[src/rtl/ts_event_scheduler_if.sv]
// rtl/ts_event_scheduler_if.sv - client, timestamper and record-consume signals of ts_event_scheduler
interface ts_event_scheduler_if #(
   parameter int N_CLIENTS = 4,
   parameter int ID_W      = 4
);
   logic [N_CLIENTS-1:0]      cl_start_valid;
   logic [N_CLIENTS-1:0]      cl_start_ready;
   logic [ID_W-1:0]           cl_alloc_id;
   logic [N_CLIENTS-1:0]      cl_end_valid;
   logic [N_CLIENTS*ID_W-1:0] cl_end_id;
   logic [N_CLIENTS-1:0]      cl_end_ready;
   logic                      ts_start_valid;
   logic                      ts_start_ready;
   logic [ID_W-1:0]           ts_start_id;
   logic                      ts_end_valid;
   logic                      ts_end_ready;
   logic [ID_W-1:0]           ts_end_id;
   logic                      rec_fire;
   logic [ID_W-1:0]           rec_id;
   logic [ID_W:0]             free_cnt;
   logic [2:0]                err_sticky;

   modport master (
      output cl_start_valid, cl_end_valid, cl_end_id, ts_start_ready, ts_end_ready, rec_fire, rec_id,
      input  cl_start_ready, cl_alloc_id, cl_end_ready, ts_start_valid, ts_start_id,
             ts_end_valid, ts_end_id, free_cnt, err_sticky
   );

   modport slave (
      input  cl_start_valid, cl_end_valid, cl_end_id, ts_start_ready, ts_end_ready, rec_fire, rec_id,
      output cl_start_ready, cl_alloc_id, cl_end_ready, ts_start_valid, ts_start_id,
             ts_end_valid, ts_end_id, free_cnt, err_sticky
   );
endinterface

[src/rtl/ts_event_scheduler.sv]
// rtl/ts_event_scheduler.sv - event-ID pool owner and round-robin start/end arbiter for the timestamper
// Optional build macro TS_SCHED_PRIO_EN: client 0 gets strict priority on both arbiters.
module ts_event_scheduler #(
   parameter int N_CLIENTS = 4,
   parameter int ID_W      = 4
) (
   input  logic                clk,
   input  logic                rst_n,
   ts_event_scheduler_if.slave bus
);
   localparam int POOL = 1 << ID_W;
   localparam int PW   = (N_CLIENTS > 1) ? $clog2(N_CLIENTS) : 1;
   localparam logic [ID_W:0]  POOL_CNT = {1'b1, {ID_W{1'b0}}};
   localparam logic [PW-1:0]  LAST     = PW'(N_CLIENTS - 1);

   typedef enum logic {S_IDLE, S_ISSUE} s_state_t;
   typedef enum logic [1:0] {E_IDLE, E_ISSUE, E_DROP} e_state_t;

   s_state_t        s_state;
   e_state_t        e_state;
   logic [POOL-1:0] alloc, started, ended;
   logic [PW-1:0]   s_ptr, e_ptr, s_owner, e_owner;
   logic [ID_W-1:0] s_id, e_id, free_id, e_req_id;
   logic [ID_W:0]   free_cnt;
   logic [2:0]      err;
   logic            ts_start_valid, ts_end_valid;
   logic [PW:0]     s_pick, e_pick;
   logic            s_grant, s_hs, e_grant, e_ok, e_unstarted, e_hs, e_ack, do_free;

   // Returns {found, index}: first requester at or after ptr, wrapping around.
   function automatic logic [PW:0] rr_pick(input logic [N_CLIENTS-1:0] req, input logic [PW-1:0] ptr);
      logic [N_CLIENTS-1:0] rot;
      logic [PW:0]          idx;
      logic [PW:0]          res;
      rot = N_CLIENTS'({req, req} >> ptr);
      res = '0;
      for (int i = N_CLIENTS - 1; i >= 0; i--) begin
         idx = {1'b0, ptr} + (PW+1)'(i);
         if (idx >= (PW+1)'(N_CLIENTS)) idx = idx - (PW+1)'(N_CLIENTS);
         if (rot[i]) res = {1'b1, idx[PW-1:0]};
      end
      return res;
   endfunction

   function automatic logic [PW:0] arb(input logic [N_CLIENTS-1:0] req, input logic [PW-1:0] ptr);
`ifdef TS_SCHED_PRIO_EN
      if (req[0]) return {1'b1, {PW{1'b0}}};
      return rr_pick(req & ~{{(N_CLIENTS-1){1'b0}}, 1'b1}, ptr);
`else
      return rr_pick(req, ptr);
`endif
   endfunction

   function automatic logic [PW-1:0] nxt(input logic [PW-1:0] k);
      return (k == LAST) ? '0 : k + 1'b1;
   endfunction

   assign s_pick      = arb(bus.cl_start_valid, s_ptr);
   assign e_pick      = arb(bus.cl_end_valid, e_ptr);
   assign s_grant     = (s_state == S_IDLE) && s_pick[PW] && (free_cnt != '0);
   assign s_hs        = (s_state == S_ISSUE) && bus.ts_start_ready;
   assign e_grant     = (e_state == E_IDLE) && e_pick[PW];
   assign e_unstarted = !alloc[e_req_id] || !started[e_req_id];
   assign e_ok        = !e_unstarted && !ended[e_req_id];
   assign e_hs        = (e_state == E_ISSUE) && bus.ts_end_ready;
   assign e_ack       = e_hs || (e_state == E_DROP);
   assign do_free     = bus.rec_fire && alloc[bus.rec_id] && ended[bus.rec_id];

   always_comb begin
      free_id = '0;
      for (int i = POOL - 1; i >= 0; i--)
         if (!alloc[i]) free_id = ID_W'(i);
      e_req_id = '0;
      for (int k = 0; k < N_CLIENTS; k++)
         if (e_pick[PW-1:0] == PW'(k)) e_req_id = bus.cl_end_id[k*ID_W +: ID_W];
   end

   always_comb begin
      bus.cl_start_ready = '0;
      bus.cl_end_ready   = '0;
      for (int k = 0; k < N_CLIENTS; k++) begin
         bus.cl_start_ready[k] = s_hs && (s_owner == PW'(k));
         bus.cl_end_ready[k]   = e_ack && (e_owner == PW'(k));
      end
   end

   assign bus.cl_alloc_id    = s_hs ? s_id : '0;
   assign bus.ts_start_valid = ts_start_valid;
   assign bus.ts_start_id    = s_id;
   assign bus.ts_end_valid   = ts_end_valid;
   assign bus.ts_end_id      = e_id;
   assign bus.free_cnt       = free_cnt;
   assign bus.err_sticky     = err;

   always_ff @(posedge clk or negedge rst_n) begin
      if (!rst_n) begin
         s_state        <= S_IDLE;
         e_state        <= E_IDLE;
         alloc          <= '0;
         started        <= '0;
         ended          <= '0;
         s_ptr          <= '0;
         e_ptr          <= '0;
         s_owner        <= '0;
         e_owner        <= '0;
         s_id           <= '0;
         e_id           <= '0;
         free_cnt       <= POOL_CNT;
         err            <= '0;
         ts_start_valid <= 1'b0;
         ts_end_valid   <= 1'b0;
      end else begin
         // Allocation reads the pre-free pool, so a freed ID is reusable one cycle later.
         free_cnt <= free_cnt + {{ID_W{1'b0}}, do_free} - {{ID_W{1'b0}}, s_grant};
         if (s_grant)          alloc[free_id]   <= 1'b1;
         if (s_hs)             started[s_id]    <= 1'b1;
         if (e_grant && e_ok)  ended[e_req_id]  <= 1'b1;
         if (do_free) begin
            alloc[bus.rec_id]   <= 1'b0;
            started[bus.rec_id] <= 1'b0;
            ended[bus.rec_id]   <= 1'b0;
         end
         if (e_grant && !e_ok) begin
            if (e_unstarted) err[0] <= 1'b1;
            else             err[1] <= 1'b1;
         end
         if (bus.rec_fire && !do_free) err[2] <= 1'b1;

         case (s_state)
            S_IDLE: if (s_grant) begin
               s_state        <= S_ISSUE;
               s_owner        <= s_pick[PW-1:0];
               s_id           <= free_id;
               ts_start_valid <= 1'b1;
`ifdef TS_SCHED_PRIO_EN
               if (s_pick[PW-1:0] != '0) s_ptr <= nxt(s_pick[PW-1:0]);
`else
               s_ptr <= nxt(s_pick[PW-1:0]);
`endif
            end
            S_ISSUE: if (bus.ts_start_ready) begin
               s_state        <= S_IDLE;
               ts_start_valid <= 1'b0;
            end
         endcase

         case (e_state)
            E_IDLE: if (e_grant) begin
               e_owner <= e_pick[PW-1:0];
`ifdef TS_SCHED_PRIO_EN
               if (e_pick[PW-1:0] != '0) e_ptr <= nxt(e_pick[PW-1:0]);
`else
               e_ptr <= nxt(e_pick[PW-1:0]);
`endif
               if (e_ok) begin
                  e_state      <= E_ISSUE;
                  e_id         <= e_req_id;
                  ts_end_valid <= 1'b1;
               end else begin
                  e_state <= E_DROP;
               end
            end
            E_ISSUE: if (bus.ts_end_ready) begin
               e_state      <= E_IDLE;
               ts_end_valid <= 1'b0;
            end
            E_DROP:  e_state <= E_IDLE;
            default: e_state <= E_IDLE;
         endcase
      end
   end
endmodule

[src/flat_wrapper.sv]
// flat-port wrapper written by rule: the top's interface ports become plain ports
module ts_event_scheduler_flat 
#(
   parameter int N_CLIENTS = 4,
   parameter int ID_W      = 4
)
  (clk, rst_n, bus_cl_start_valid, bus_cl_end_valid, bus_cl_end_id, bus_ts_start_ready, bus_ts_end_ready, bus_rec_fire, bus_rec_id, bus_cl_start_ready, bus_cl_alloc_id, bus_cl_end_ready, bus_ts_start_valid, bus_ts_start_id, bus_ts_end_valid, bus_ts_end_id, bus_free_cnt, bus_err_sticky);
  ts_event_scheduler_if #(.N_CLIENTS(N_CLIENTS), .ID_W(ID_W)) bus_i ();
  input  logic clk;
  input  logic rst_n;
  input wire logic [$bits(bus_i.cl_start_valid)-1:0] bus_cl_start_valid;
  input wire logic [$bits(bus_i.cl_end_valid)-1:0] bus_cl_end_valid;
  input wire logic [$bits(bus_i.cl_end_id)-1:0] bus_cl_end_id;
  input wire logic [$bits(bus_i.ts_start_ready)-1:0] bus_ts_start_ready;
  input wire logic [$bits(bus_i.ts_end_ready)-1:0] bus_ts_end_ready;
  input wire logic [$bits(bus_i.rec_fire)-1:0] bus_rec_fire;
  input wire logic [$bits(bus_i.rec_id)-1:0] bus_rec_id;
  output wire logic [$bits(bus_i.cl_start_ready)-1:0] bus_cl_start_ready;
  output wire logic [$bits(bus_i.cl_alloc_id)-1:0] bus_cl_alloc_id;
  output wire logic [$bits(bus_i.cl_end_ready)-1:0] bus_cl_end_ready;
  output wire logic [$bits(bus_i.ts_start_valid)-1:0] bus_ts_start_valid;
  output wire logic [$bits(bus_i.ts_start_id)-1:0] bus_ts_start_id;
  output wire logic [$bits(bus_i.ts_end_valid)-1:0] bus_ts_end_valid;
  output wire logic [$bits(bus_i.ts_end_id)-1:0] bus_ts_end_id;
  output wire logic [$bits(bus_i.free_cnt)-1:0] bus_free_cnt;
  output wire logic [$bits(bus_i.err_sticky)-1:0] bus_err_sticky;
  assign bus_i.cl_start_valid = bus_cl_start_valid;
  assign bus_i.cl_end_valid = bus_cl_end_valid;
  assign bus_i.cl_end_id = bus_cl_end_id;
  assign bus_i.ts_start_ready = bus_ts_start_ready;
  assign bus_i.ts_end_ready = bus_ts_end_ready;
  assign bus_i.rec_fire = bus_rec_fire;
  assign bus_i.rec_id = bus_rec_id;
  assign bus_cl_start_ready = bus_i.cl_start_ready;
  assign bus_cl_alloc_id = bus_i.cl_alloc_id;
  assign bus_cl_end_ready = bus_i.cl_end_ready;
  assign bus_ts_start_valid = bus_i.ts_start_valid;
  assign bus_ts_start_id = bus_i.ts_start_id;
  assign bus_ts_end_valid = bus_i.ts_end_valid;
  assign bus_ts_end_id = bus_i.ts_end_id;
  assign bus_free_cnt = bus_i.free_cnt;
  assign bus_err_sticky = bus_i.err_sticky;
  ts_event_scheduler #(.N_CLIENTS(N_CLIENTS), .ID_W(ID_W)) u_core (.clk(clk), .rst_n(rst_n), .bus(bus_i));
endmodule
[config.mk]
export PLATFORM = sky130hd
export DESIGN_NAME = ts_event_scheduler_flat
export DESIGN_NICKNAME = d
export VERILOG_FILES = /design/src/rtl/ts_event_scheduler_if.sv /design/src/rtl/ts_event_scheduler.sv /design/src/flat_wrapper.sv
export SDC_FILE = /design/constraint.sdc
export NUM_CORES = 1
export LEC_CHECK = 0
export CORE_ASPECT_RATIO = 0.6
export CORE_UTILIZATION = 35
export CTS_BUF_LIST = sky130_fd_sc_hd__clkbuf_16
export DETAILED_ROUTE_END_ITERATION = 6
export DONT_BUFFER_PORTS = 1
export GPL_TIMING_DRIVEN = 0
export PLACE_DENSITY_LB_ADDON = 0.2
export SYNTH_ARGS = -nofsm -noshare
export SYNTH_HDL_FRONTEND = slang
export SYNTH_SLANG_ARGS = --single-unit
[constraint.sdc]
create_clock -name clk -period 4.55 [get_ports clk]
set_input_delay 0.91 -clock clk [delete_from_list [all_inputs] [get_ports clk]]
set_output_delay 0.91 -clock clk [all_outputs]
set_load 0.05 [all_outputs]
==> qor.csv, run 1 <==
metric;value;unit
status;finished, final reports clean;
Distinct cells, synth;56;
Worst Hold Class;in2async;
final instance area;0.00507;mm²
post-synth top area share;42.8;%
total track usage;21.8;%
Rel. slew slack;4.37;%
# nets final;563;
Critical Path AT;4.59;ns
RSZ-0062 raised after global routing;no;
Yosys warning count;0;
clk sinks;77;
register area share after synthesis;43.4;%
Post-DRT Antenna Nets;0;
Slowest cell on crit path;or4_4;
total power;4.46;mW
Initial Utilization;36.4;%
core area;0.0122;mm²
Setup WS post-layout;0.219;ns
Initial DRC Count;536;
Rows;31;
crit path cell chain;nor2_1 -> o21ai_0 -> o21ai_0 -> a31oi_2 -> inv_1 -> ha_2 -> nor3b_1 -> a311oi_2 -> buf_4 -> clkbuf_4 -> mux2i_1 -> mux2i_1 -> a22oi_1 -> nand2_2 -> or4_4 -> a211oi_2;
MaxCap Viol Count;0;
critical path peak fanout;10;
CP startpoint kind;input pin;
setup TNS;0;ns
critical path capture point type;register;
share of cells above drive strength 1;9.54;%
met1 Resource Use GR;32.3;%
Root Buffer;clkbuf_16;
Syn Std Cell Area;0.00445;mm²
Reg clk slew, reported paths;0.06;ns
most used flip-flop cell after synthesis;dfrtp_1;
GR Util met2;29.0;%
Yosys reg bits;77;
via density per instance;5.75;
total die area;0.0132;mm²
Req. time, crit path;4.81;ns
setup violators final;0;
CTS HTree Levels;3;
CP Buf/Inv Count;3;
critical path class;in2reg;
CTS tree;yes;
GR Layer Usage met3;8.67;%
cts hold-fix bufs;0;
via count;3961;
post-route minimum period;4.33;ns
Async S/R FF share, synth;100;%
Final Hold Vio Count;0;
Clock Skew;0.00802;ns
clock latency on the worst-skew pair;0.35;ns
Cells after Synth;506;
clock buffer depth;2;
WL final;13.6;mm
Avg Cell Area, Syn;8.79;µm²
leakage;2.21;nW
dpl hpwl;9.96;mm
area leader, netlist;dfrtp_1;
chip width;147;µm
placed cell area;0.00467;mm²
n_diodes;0;
wire length of the first global-routing pass;21.2;mm
Slew Viols, Final;0;
Worst path max stage delay;0.66;ns
CP top delay family;compound AO/OA/AOI/OAI gates;
initial antenna violation count;0;
Post-synth EDFFs;0;
top cells by area, synth;dfrtp_1, a21oi_1, nand2_1;
Max Freq;231;MHz
drc violations;0;
grt total ovfl;0;
Worst Tran Pin Value;1.42;ns
PortBufs;0;
CTS Buf Count;9;
Die Y;89.3;µm
Syn Nets;550;
Avg WL per Cell;19.7;µm
PwrDens;879;mW/mm²
largest net degree at the start of global routing;78;
Top Usage Layer GRT;met1;
placer's final routability congestion estimate;0.899;
1st-pass router iterations;5;
fin crit share;95.2;%
Ports;63;
peak supply drop;254;µV
Placement Setup Slack;-0.578;ns
Layout area overhead;14.2;%
vias in the first global route;3682;
==> cell type report <==
| cell class | instances | area, µm² |
|---|---|---|
| plain buffers | 22 | 103 |
| clock buffers | 9 | 225 |
| clock inverters | 7 | 114 |
| fillers | 1223 | 7140 |
| inverters | 36 | 135 |
| multi-input cells | 371 | 2350 |
| flip-flops and latches | 77 | 1930 |
| well taps | 165 | 206 |
| repair buffers | 2 | 15.0 |
==> flip-flops by register name (all words and copies together) (netlist names) <==
signal	count
u_core.bus.err_sticky	3
u_core.alloc	16
u_core.e_owner	2
u_core.s_owner	2
u_core.started	16
u_core.e_state	2
u_core.bus.ts_start_valid	1
u_core.bus.ts_end_id	4
u_core.e_ptr	2
u_core.bus.free_cnt	5
u_core.s_ptr	2
u_core.bus.ts_end_valid	1
u_core.bus.ts_start_id	4
u_core.ended	16
u_core.s_state	1
==> power by group <==
part	internal [mW]	switching, mW	total [mW]
registers	0.969	0.564	1.53
clock network	0.533	0.293	0.825
logic	0.777	1.33	2.10
total	2.28	2.18	4.46
==> cells in the final DEF, fill, tap and decap left out, drive strengths merged, types with 8 or more instances in the layout <==
| master | count |
|---|---|
| dfrtp | 76 |
| a21oi | 60 |
| nand2 | 50 |
| nor2 | 44 |
| inv | 36 |
| a31oi | 27 |
| clkbuf | 25 |
| o21ai | 23 |
| o21a | 17 |
| nand3 | 14 |
| mux2i | 12 |
| nor2b | 11 |
| ha | 10 |
| o211ai | 9 |
| nor3 | 9 |
| buf | 8 |
==> cells in the mapped netlist, drive strengths merged (2+ instances only) <==
library cell	count
dfrtp	76
a21oi	60
nand2	50
nor2	44
inv	36
a31oi	27
o21ai	23
o21a	17
clkbuf	15
nand3	14
mux2i	12
nor2b	11
ha	10
nor3	9
o211ai	9
buf	7
a21o	6
and3	6
nor3b	6
o22ai	6
and2	5
nand3b	5
a211oi	4
a21boi	4
mux2	4
nand2b	4
nand4	4
a311o	3
xnor2	3
a22oi	2
a311oi	2
a31o	2
and3b	2
o31ai	2
or3	2
or4	2
xor2	2
==> stage by stage <==
step | std cells | utilization [%] | hold slack (ns)
after detailed placement | 671 | 38.2 | 0.495
after global placement | 671 | 38.1 | 0.484
after global routing | 689 | 41.5 | 0.247
after floorplan | 506 | - | 0.463
final | 689 | 41.5 | 0.256
after CTS | 687 | 41.1 | 0.253
==> final timing paths <==
path | startpoint | to | slack, ns | cells after the start
max reg2reg | u_core.e_ptr[1] | u_core.ended[1] | 0.24 | 17
min reg2reg | u_core.started[13] | u_core.started[13] | 0.50 | 2
min in group clk | u_core.started[13] | u_core.started[13] | 0.50 | 2
min | rst_n | u_core.bus.ts_start_valid | 0.26 | 0
max | bus_cl_end_valid[3] | u_core.ended[1] | 0.22 | 16
max in group asynchronous | rst_n | u_core.bus.free_cnt[4] | 4.06 | 0
==> timing repair <==
| action | 4_1_cts | 5_1_grt |
|---|---|---|
| setup endpoints to repair | 22 | 22 |
| pin swaps | 1 | 2 |
| gates resized for setup | 3 | 9 |
| gates cloned | 0 | 0 |
| setup buffers | 0 | 2 |
==> logic make-up after synthesis <==
logic type                 Yosys count  share of synthesized area [%]
and+or+nand+nor                    167                           18.4
adders and majority gates           11                           3.26
AOI/OAI and AO/OA                  171                           24.5
muxes                               17                           4.22
buffers and inverters               58                           5.21
xor gates and xnor gates             5                          0.985
DFF                                 77                           43.4
==> per-layer routing <==
| metal | share of wire [%] | vias up |
|---|---|---|
| met5 | 0 | - |
| met4 | 1.0 | 0 |
| met1 | 50 | 1933 |
| met2 | 39 | 177 |
| li1 | - | 1834 |
| met3 | 10 | 17 |
No activity file was read; power rests on OpenSTA's default activity.
==> inputs of run 2 (changes only) <==
==> constraint.sdc (replaced) <==
create_clock -name clk -period 5.22 [get_ports clk]
set_input_delay 1.044 -clock clk [delete_from_list [all_inputs] [get_ports clk]]
set_output_delay 1.044 -clock clk [all_outputs]
set_load 0.05 [all_outputs]
==> run 2 against run 1 <==
  * Power is 14% lower
  * Clock power shrank 13%
  * Worst setup slack improved by 0.12 ns
  * Die area is the same
  * Final area shrank 1.3%
  * Clock skew hardly changed
  * Via count shrank 0.25%
  * Core utilization down 0.52 points
  * Hold slack improved by 0.13 ns
  * Sequential share of layout area increased by 0.48 points
  * Sequential power fell by 12%
  * Largest power group unchanged
==> qor.csv, run 2 (synthesized netlist as in run 1, its figures left out) <==
metric;value;unit;change
crit path cell chain;nor2_1 -> a21o_1 -> a221oi_1 -> inv_1 -> ha_1 -> nand3b_1 -> a311oi_4 -> buf_4 -> a311o_1 -> a21oi_1 -> or4_1 -> buf_2 -> or4_4 -> a211oi_2;;
Initial Utilization;36.4;%;unchanged
Post-DRT Antenna Nets;0;;unchanged
PortBufs;0;;unchanged
placer's final routability congestion estimate;0.899;;unchanged
CTS resizes;0;;-3
Rows;31;;unchanged
hold slack final;0.390;ns;+0.135 ns
post-route minimum period;4.89;ns;
via count;3951;;-0.25%
n_diodes;0;;unchanged
status;finished, final reports clean;;
sequential power share;34.8;%;+0.5 points
Sw Share;49.0;%;+0.057 points
Req. time, crit path;5.48;ns;+0.67 ns
met1 Resource Use GR;32.3;%;unchanged
fin crit share;93.6;%;
WL final;13.5;mm;-0.57%
final instance area;0.00501;mm²;-1.3%
peak supply drop;224;µV;-12%
Clock Skew;0.00790;ns;-0.000122 ns
switching power;1.88;mW;-14%
critical path capture point type;register;;
Ports;63;;unchanged
GR Util met2;28.9;%;-0.13 points
grt total ovfl;0;;unchanged
setup TNS;0;ns;unchanged
clock latency on the worst-skew pair;0.35;ns;about the same
total die area;0.0132;mm²;unchanged
GR Layer Usage met3;8.67;%;unchanged
Final Hold Vio Count;0;;unchanged
combinational power share;46.5;%;-0.7 points
initial antenna violation count;0;;unchanged
area of the multi-input gates;0.00231;mm²;-1.8%
Reg clk slew, reported paths;0.06;ns;about the same
Critical Path AT;5.14;ns;+0.55 ns
dpl hpwl;9.96;mm;unchanged
CTS HTree Levels;3;;unchanged
PwrDens;765;mW/mm²;-13%
Worst Tran Pin Value;1.42;ns;+0.00000177 ns
Sequential Area;0.00193;mm²;unchanged
core area;0.0122;mm²;unchanged
Layout area overhead;12.7;%;
Int Pwr;1.96;mW;-14%
Worst path max stage delay;0.60;ns;-0.06 ns
critical path class;in2reg;;
critical path peak fanout;10;;unchanged
most frequent cells in the layout;dfrtp_1, a21oi_1, nand2_1;;
drc violations;0;;unchanged
wire length of the first global-routing pass;21.2;mm;-0.19%
vias in the first global route;3675;;-0.19%
via density per instance;5.75;;about the same
# nets final;561;;-0.36%
leakage;2.20;nW;-0.61%
Worst Hold Class;in2async;;
Die Y;89.3;µm;unchanged
Slew Viols, Final;0;;unchanged
MaxCap Viol Count;0;;unchanged
total track usage;21.8;%;-0.034 points
clock power share;18.7;%;+0.2 points
Top Usage Layer GRT;met1;;
final core utilization;41.0;%;-0.52 points
Rel. slew slack;4.37;%;about the same
Avg WL per Cell;19.7;µm;-0.28%
Root Buffer;clkbuf_16;;
DP Cell Count;671;;unchanged
largest net degree at the start of global routing;78;;unchanged
CTS tree;yes;;
Initial DRC Count;545;;+1.7%
1st-pass router iterations;5;;unchanged
cts hold-fix bufs;0;;unchanged
Post-Layout Cell Count;687;;-0.29%
clock buffer depth;2;;unchanged
setup violators final;0;;unchanged
Max Freq;205;MHz;
CTS Buf Count;9;;unchanged
chip width;147;µm;unchanged
Slowest cell on crit path;a311oi_4;;
setup bufs post-CTS;0;;unchanged
share of cells above drive strength 1;8.05;%;-1.5 points
clk sinks;77;;unchanged
placed cell area;0.00467;mm²;unchanged
Regs by FF count;u_core.alloc x16, u_core.ended x16, u_core.started x16;;
commonest non-fill, non-tap cell in the layout;dfrtp_1;;
# fillers;1229;;+0.49%
CP startpoint kind;input pin;;
RSZ-0062 raised after global routing;no;;
-- run 2: power by group through the flow --
stage	Sequential [mW]	Combinational, mW	Clock (mW)
2_1_floorplan	1.24	1.33	0
3_3_place_gp	1.33	1.71	0
3_5_place_dp	1.34	1.74	0
4_1_cts	1.33	1.75	0.730
5_1_grt	1.37	1.98	0.750
6_report	1.34	1.78	0.717
-- run 2: final timing paths --
check / from / endpoint / slack, ns / depth (start not counted)
max: bus_cl_end_valid[3] / u_core.ended[1] / 0.33 / 14
min: rst_n / u_core.bus.ts_start_valid / 0.39 / 0
max reg2reg: u_core.e_ptr[1] / u_core.ended[1] / 0.51 / 15
min reg2reg: u_core.started[13] / u_core.started[13] / 0.50 / 2
max in group asynchronous: rst_n / u_core.bus.free_cnt[4] / 4.59 / 0
min in group clk: u_core.started[13] / u_core.started[13] / 0.50 / 2
-- run 2: layout make-up --
type	instances	area share [%]
Buffer	22	1.92
Clock buffer	9	4.49
Clock inverter	7	2.27
Inverter	36	2.70
Multi-Input combinational cell	371	46.0
Sequential cell	77	38.5
Tap cell	165	4.12
-- run 2: critical path: cells and delay by family --
family	cells	cell delay, ns
compound gates	6	1.76
simple gates	4	1.28
buf+inv	3	0.71
fa+ha+maj	1	0.32
-- run 2: stage by stage --
step                      setup WS, ns  power, mW
after floorplan                  0.932       2.58
after global placement         -0.0271       3.04
after detailed placement       -0.0418       3.08
after CTS                        0.310       3.81
after global routing            0.0468       4.10
final                            0.335       3.83
-- run 2: metal layers --
layer | up-vias | routed length (µm)
met5 | - | 0
met4 | 0 | 151
met3 | 20 | 1410
met2 | 169 | 5130
met1 | 1932 | 6820
li1 | 1830 | -
==> patch, RTL diff (settings of run 1) <==
The option `TS_SCHED_PRIO_EN` is turned on by a define.
--- a/src/rtl/ts_event_scheduler.sv
+++ b/src/rtl/ts_event_scheduler.sv
@@ -1,4 +1,6 @@
 // rtl/ts_event_scheduler.sv - event-ID pool owner and round-robin start/end arbiter for the timestamper
 // Optional build macro TS_SCHED_PRIO_EN: client 0 gets strict priority on both arbiters.
+`define TS_SCHED_PRIO_EN
+
 module ts_event_scheduler #(
    parameter int N_CLIENTS = 4,
Check against the original RTL: not equivalent (a bounded check fails within 4 cycles, from zero or initial values and one cycle with rst_n low).
==> patch against run 1 <==
  * Register-to-register slack improved by 170 ps
  * Clock power fell by 9.1%
  * Utilization fell by 0.61 points
  * Sequential cell count did not move
  * First-iteration DRC count fell by 36%
  * Routed wire length fell by 2.7%
  * Power fell by 9.7%
  * Via count rose by 0.61%
  * Worst setup slack improved by 120 ps
  * Cell area fell by 1.2%
  * Synthesized area rose by 0.82%
==> patch: results <==
{
  "run_status": "complete, no violations",
  "routed_vias_inst": 5.835,
  "avgSynthCellArea_um2": 8.928,
  "drive_above_1_share_pct": 8.687,
  "ff2ff_setup_slack_ps": 410,
  "ys_seq_area_share_pct": 43.02,
  "mappedNetlistNets": 548,
  "worst-endpoint-arrival_ps": 4430,
  "routed-wl-met3_um": 1322,
  "yosys-mux-area-fraction_pct": 2.931,
  "cp_slowest_stage_delay_ps": 400,
  "grt_first_pass_wirelength_um": 20840,
  "drt-initial-drc-count": 343,
  "finish.net_count": 559,
  "post_synth_most_frequent_cells": "76 x sky130_fd_sc_hd__dfrtp_1, 62 x sky130_fd_sc_hd__nand2_1, 34 x sky130_fd_sc_hd__a21oi_1, 33 x sky130_fd_sc_hd__o21a_1",
  "worst_r2r_path_depth": 15,
  "synthesized_area_fraction_occupied_by_ao_oa_aoi_and_oai_cells_pct": 21.44,
  "regToRegEndpoint": "u_core.bus.ts_end_id[0]",
  "wl_met2_um": 5333,
  "detailed_placement_wirelength_estimate_um": 10080,
  "grt_use_met2_pct": 28.81,
  "yosys-top-cells-area": "sky130_fd_sc_hd__dfrtp_1 42%, sky130_fd_sc_hd__o21a_1 5.5%, sky130_fd_sc_hd__nand2_1 5.2%",
  "routed_length_per_placed_instance_um": 19.36,
  "yosys.area_share.adder_pct": 3.797,
  "crit_slowest_cell": "sky130_fd_sc_hd__nor4_2",
  "synthDistinctLibCells": 58
}
[patch: changes by cell type after synthesis, sizes merged, moves of 6 or more]
cell    delta
nor2      -12
a31oi     -21
o22ai      -6
nand2     +13
nor3      +17
a21oi     -25
o21a      +16
and3       +7
mux2i      -9
nor4       +6
o211ai     -6
a311oi     +8
[patch: final cells by class]
| class | instances | area [um^2] |
|---|---|---|
| fill | 1235 | 7241 |
| multi-input combinational | 371 | 2341 |
| sequential | 77 | 1928 |
| clock buffer | 9 | 225.2 |
| tap | 165 | 206.4 |
| inverter | 32 | 120.1 |
| buffer | 22 | 113.9 |
| clock inverter | 7 | 81.33 |
[patch: report_power, final]
part | internal (mW) | switching, mW | total, mW
Combinational | 0.644 | 1.08 | 1.73
Sequential | 0.995 | 0.556 | 1.55
Clock | 0.472 | 0.277 | 0.750
[patch: what timing repair did]
item | CTS | global route
gates resized for setup | 0 | 1
setup endpoints to repair | 0 | 4
endpoints found under the hold margin | 0 | 0
